**src/rtl/tune_sequencer.sv**
```systemverilog
// Note sequencer for a triangle oscillator: plays a writable pitch/duration table with gaps.
// Optional TUNE_SEQ_LOOP_EN adds a loop input that restarts the table instead of finishing.
module tune_sequencer #(
    parameter int unsigned CTR_SIZE  = 8,
    parameter int unsigned DUR_W     = 8,
    parameter int unsigned DEPTH     = 16,
    parameter int unsigned TICK_DIV  = 1000,
    parameter int unsigned GAP_TICKS = 1,
    localparam int unsigned AW       = $clog2(DEPTH)
) (
    input  logic                      clk,
    input  logic                      rst,
    input  logic                      wr_en,
    input  logic [AW-1:0]             wr_addr,
    input  logic [CTR_SIZE+DUR_W-1:0] wr_data,
    input  logic                      start,
    input  logic                      stop,
    output logic [CTR_SIZE-1:0]       invslope,
    output logic                      osc_rst,
    output logic                      gate,
    output logic                      busy,
    output logic                      done,
    output logic [AW-1:0]             note_idx
`ifdef TUNE_SEQ_LOOP_EN
    ,
    input  logic                      loop
`endif
);

    localparam int unsigned EW = CTR_SIZE + DUR_W;
    localparam int unsigned PW = $clog2(TICK_DIV + 1);
    localparam int unsigned GW = (GAP_TICKS > 0) ? $clog2(GAP_TICKS + 1) : 1;
    localparam logic [PW-1:0] PRESC_LAST = PW'(TICK_DIV - 1);
    localparam logic [AW-1:0] IDX_LAST   = AW'(DEPTH - 1);

    typedef enum logic [2:0] {
        StIdle,
        StFetch,
        StLoad,
        StPlay,
        StGap,
        StFinish
    } state_e;

    state_e               state_q;
    logic [EW-1:0]        table_mem [DEPTH];
    logic [EW-1:0]        rd_q;
    logic [PW-1:0]        presc_q;
    logic [DUR_W-1:0]     dur_cnt_q;
    logic [GW-1:0]        gap_cnt_q;

    logic [CTR_SIZE-1:0]  rd_slope;
    logic [DUR_W-1:0]     rd_dur;
    logic                 tick_wrap;
    logic                 last_note;
    logic                 note_done;
    logic                 end_marker;
    logic                 seq_end;
    logic                 restart;
    logic                 loop_req;

`ifdef TUNE_SEQ_LOOP_EN
    assign loop_req = loop;
`else
    assign loop_req = 1'b0;
`endif

    assign rd_slope   = rd_q[CTR_SIZE-1:0];
    assign rd_dur     = rd_q[EW-1:CTR_SIZE];
    assign tick_wrap  = (presc_q == PRESC_LAST);
    assign last_note  = (note_idx == IDX_LAST);
    assign end_marker = (state_q == StLoad) && (rd_dur == '0);

    // A note completes either at the end of its gap, or at the end of PLAY when gaps are disabled.
    assign note_done = ((state_q == StPlay) && tick_wrap && (dur_cnt_q == DUR_W'(1))
                        && (GAP_TICKS == 0))
                     || ((state_q == StGap) && tick_wrap && (gap_cnt_q == GW'(1)));
    assign seq_end   = end_marker || (note_done && last_note);
    // An end marker at entry 0 would loop forever, so it always finishes.
    assign restart   = seq_end && loop_req && !(end_marker && (note_idx == '0));

    always_ff @(posedge clk) begin
        if (wr_en && (state_q == StIdle)) begin
            table_mem[wr_addr] <= wr_data;
        end
    end

    always_ff @(posedge clk or negedge rst) begin
        if (!rst) begin
            state_q   <= StIdle;
            rd_q      <= '0;
            presc_q   <= '0;
            dur_cnt_q <= '0;
            gap_cnt_q <= '0;
            invslope  <= '0;
            osc_rst   <= 1'b1;
            gate      <= 1'b0;
            busy      <= 1'b0;
            done      <= 1'b0;
            note_idx  <= '0;
        end else if (stop && (state_q != StIdle)) begin
            state_q  <= StIdle;
            invslope <= '0;
            osc_rst  <= 1'b1;
            gate     <= 1'b0;
            busy     <= 1'b0;
            done     <= 1'b0;
            note_idx <= '0;
        end else begin
            unique case (state_q)
                StIdle: begin
                    if (start && !stop) begin
                        state_q  <= StFetch;
                        note_idx <= '0;
                        busy     <= 1'b1;
                    end
                end
                StFetch: begin
                    rd_q    <= table_mem[note_idx];
                    state_q <= StLoad;
                end
                StLoad: begin
                    if (rd_dur != '0) begin
                        invslope  <= rd_slope;
                        dur_cnt_q <= rd_dur;
                        presc_q   <= '0;
                        gate      <= (rd_slope != '0);
                        osc_rst   <= (rd_slope == '0);
                        state_q   <= StPlay;
                    end
                end
                StPlay: begin
                    presc_q <= tick_wrap ? '0 : presc_q + PW'(1);
                    if (tick_wrap) begin
                        dur_cnt_q <= dur_cnt_q - DUR_W'(1);
                        if (dur_cnt_q == DUR_W'(1)) begin
                            gate    <= 1'b0;
                            osc_rst <= 1'b1;
                            if (GAP_TICKS > 0) begin
                                gap_cnt_q <= GW'(GAP_TICKS);
                                state_q   <= StGap;
                            end
                        end
                    end
                end
                StGap: begin
                    presc_q <= tick_wrap ? '0 : presc_q + PW'(1);
                    if (tick_wrap) begin
                        gap_cnt_q <= gap_cnt_q - GW'(1);
                    end
                end
                StFinish: begin
                    done    <= 1'b0;
                    state_q <= StIdle;
                end
                default: begin
                    state_q <= StIdle;
                end
            endcase

            // Note/sequence completion overrides the per-state next-state above.
            if (note_done && !last_note) begin
                note_idx <= note_idx + AW'(1);
                state_q  <= StFetch;
            end
            if (seq_end) begin
                if (restart) begin
                    note_idx <= '0;
                    state_q  <= StFetch;
                end else begin
                    state_q  <= StFinish;
                    done     <= 1'b1;
                    busy     <= 1'b0;
                    gate     <= 1'b0;
                    osc_rst  <= 1'b1;
                    invslope <= '0;
                end
            end
        end
    end

endmodule

```
**config.mk**
```make
export PLATFORM = sky130hd
export DESIGN_NAME = tune_sequencer
export DESIGN_NICKNAME = d
export VERILOG_FILES = /design/src/rtl/tune_sequencer.sv
export SDC_FILE = /design/constraint.sdc
export NUM_CORES = 1
export LEC_CHECK = 0
export BUFFER_PORTS_ARGS = -buffer_cell sky130_fd_sc_hd__buf_2
export CORE_MARGIN = 3
export CORE_UTILIZATION = 50
export CTS_BUF_LIST = sky130_fd_sc_hd__clkbuf_8
export CTS_CLUSTER_DIAMETER = 30
export DETAILED_ROUTE_END_ITERATION = 6
export PLACE_DENSITY_LB_ADDON = 0.15
export SETUP_SLACK_MARGIN = 0.5
export SLEW_MARGIN = 0
export SYNTH_ARGS = -nofsm -noshare
export SYNTH_HDL_FRONTEND = slang
export SYNTH_SLANG_ARGS = --single-unit
```
**constraint.sdc**
```tcl
create_clock -name clk -period 6.3 [get_ports clk]
set_input_delay 0.315 -clock clk [delete_from_list [all_inputs] [get_ports clk]]
set_output_delay 0.315 -clock clk [all_outputs]
set_load 0.01 [all_outputs]
```
==> flow_summary.json <==
{
  "placed_area_um2": 13230,
  "crit_fanout": 42,
  "grt_max_degree": 70,
  "async_flop_share_pct": 17.42,
  "floorplan.die.height_um": 164.6,
  "synth-seq-cells": 310,
  "crit_required_ns": 6.74,
  "ios": 41,
  "vias_per_cell": 5.993,
  "cts_buffer_depth": 3,
  "fin_skew_ns": 0.03032,
  "relSlewSlack_pct": 27.77,
  "first_global_vias": 7505,
  "yosysMostFrequentCell": "edfxtp_1",
  "finalCoreUtilization_pct": 60.47,
  "root_buffer": "clkbuf_8",
  "grt_pass1_wl_mm": 43.82,
  "critPathKind": "register to register",
  "drv_cap": 0,
  "path_clk_slew_ns": 0.06,
  "routabilityCongestion": 0.8760,
  "yosys-top-cells-count": "edfxtp_1, mux4_2, dfrtp_1",
  "slew_violations": 0,
  "cp-end-kind": "register",
  "ys_seq_area_share_pct": 71.85,
  "dr.pass1.iters": 5,
  "power_density_nw_per_um2": 394.6,
  "synthTopCellsByArea": "edfxtp_1, mux4_2, dfrtp_1",
  "die_area_um2": 27100,
  "grt_overflow": 0,
  "avgSynthCellArea_um2": 17.77,
  "die_w_um": 164.6,
  "vdd_drop_max_mv": 0.2076,
  "hp-class": "input port to register",
  "synthCells": 708,
  "synth_ff_type": "edfxtp_1",
  "hold_viol_final": 0,
  "wirelength_mm": 28.76,
  "antenna_found_initial": 0,
  "arrival_ns": 3.34,
  "route.vias.total": 7102,
  "h-tree-depth": 3,
  "worstSkewPairLatency_ns": 0.58,
  "synthDistinctLibCells": 54,
  "period_share_pct": 46.04,
  "ant_nets": 0,
  "rows": 57,
  "clock_sinks": 310,
  "area_growth_pct": 17.91,
  "tritoncts": "built",
  "p_leak_nw": 5.082,
  "timing.hold.ws_ns": 0.1024,
  "synth_edf_count": 256,
  "synth_top_area_cell": "edfxtp_1",
  "tightest_slew_ns": 1.080,
  "nFillCells": 1823,
  "cts.repair.resized": 0,
  "final.setup.tns_ns": 0,
  "crit_path_start_kind": "register",
  "fmax_ghz": 0.3448,
  "cts_setup_buffers": 0,
  "wl_per_cell_um": 24.27,
  "setup_viol": 0,
  "dp_hpwl_mm": 16.05,
  "core-area_um2": 24530,
  "synth_top_area_share_pct": 61.10,
  "place.port_buffers": 40,
  "syn_area_um2": 12580,
  "cts_buffers": 70,
  "fin_crit_ns": 2.901,
  "ys_warn_count": 0,
  "fin_area_um2": 14830,
  "drc_errors": 0,
  "synthesis.nets": 737,
  "r2r_cells": 4,
  "drtIter0Drc": 751,
  "final_nets": 834,
  "rsz0062_at_grt": "no",
  "grt_usage_pct": 22.05,
  "status": "finished, final reports clean",
  "whs_path_depth": 1,
  "cts_hold_buf": 1,
  "drive_gt1_share_pct": 31.86,
  "initial_utilization_pct": 51.28
}
-- critical path, cell delays in order (launching register included) --
cell	delay [ns]
dfrtp_4	0.77
buf_4	0.76
mux4_2	0.59
mux2_2	0.28
a221o_1	0.32
-- cell type report --
cell class              count  area, µm²  share of cell area, %
diodes                      1      2.502                0.01687
clock buffers              72      991.0                  6.680
clock inverters            55      599.3                  4.040
inverters                  10      37.54                 0.2530
multi-input cells         348       3362                  22.66
flip-flops and latches    310       9046                  60.98
well taps                 324      405.4                  2.733
repair buffers             65      390.4                  2.632
-- sequential cells by signal (all words and copies together), names as in the netlist --
signal,count
table_mem,256
rd_q,16
presc_q,10
dur_cnt_q,8
invslope,8
note_idx,4
state_q,3
busy,1
done,1
gap_cnt_q,1
gate,1
osc_rst,1
-- final timing paths --
kind	startpoint	to	slack (ns)
max	note_idx[0]	rd_q[0]	3.40
min	wr_data[12]	table_mem[0][12]	0.10
max reg2reg	note_idx[0]	rd_q[0]	3.40
min reg2reg	presc_q[9]	presc_q[9]	0.49
max in group asynchronous	rst	note_idx[0]	5.25
min in group asynchronous	rst	rd_q[8]	0.45
-- metal layers --
metal,global-route usage (%),part of all wire [%],wire length [µm]
met3,4.540,6.0,1734
met2,36.55,50,14420
met4,8.959,2.8,809
met5,0,0,0
met1,28.74,41,11790
-- power breakdown --
| group | internal (W) | switching, W | leakage, nW |
|---|---|---|---|
| registers | 0.00239 | 0.000183 | 3.00 |
| clock network | 0.00154 | 0.000942 | 0.823 |
| logic | 0.000342 | 0.000457 | 1.26 |
| total | 0.00427 | 0.00158 | 5.08 |
-- logic make-up after synthesis --
group	count (synthesis)	synth area share, %
AND/OR/NAND/NOR	140	5.569
adder cells (fa/ha/maj)	4	0.3978
flip-flops	310	71.85
AO/OA/AOI/OAI	97	5.480
buffers and inverters	50	1.681
multiplexers	105	14.88
XOR/XNOR	2	0.1393
-- cell usage in the layout (no fill, tap or decap), types with 8 or more instances in the layout --
master,count
o21ai_0,25
a221o_1,16
nor3_1,25
nand3_1,13
buf_2,40
clkinv_1,8
inv_1,20
mux2i_1,25
clkbuf_8,72
buf_4,24
bufinv_16,11
nand2_1,19
nor2_1,34
edfxtp_1,256
mux2_2,16
clkinvlp_4,8
a21oi_1,20
clkinv_2,11
mux4_2,64
dfrtp_1,50
-- stage by stage --
step / total power [W] / cells / worst slack [ns]
global route: 0.006121 / 1184 / 3.141
global placement: 0.003352 / 1056 / 3.361
detailed placement: 0.003392 / 1056 / 3.318
finish: 0.005854 / 1185 / 3.399
floorplan: 0.003091 / 708 / 3.370
CTS: 0.005895 / 1184 / 3.292
No activity file was read; power rests on OpenSTA's default activity.
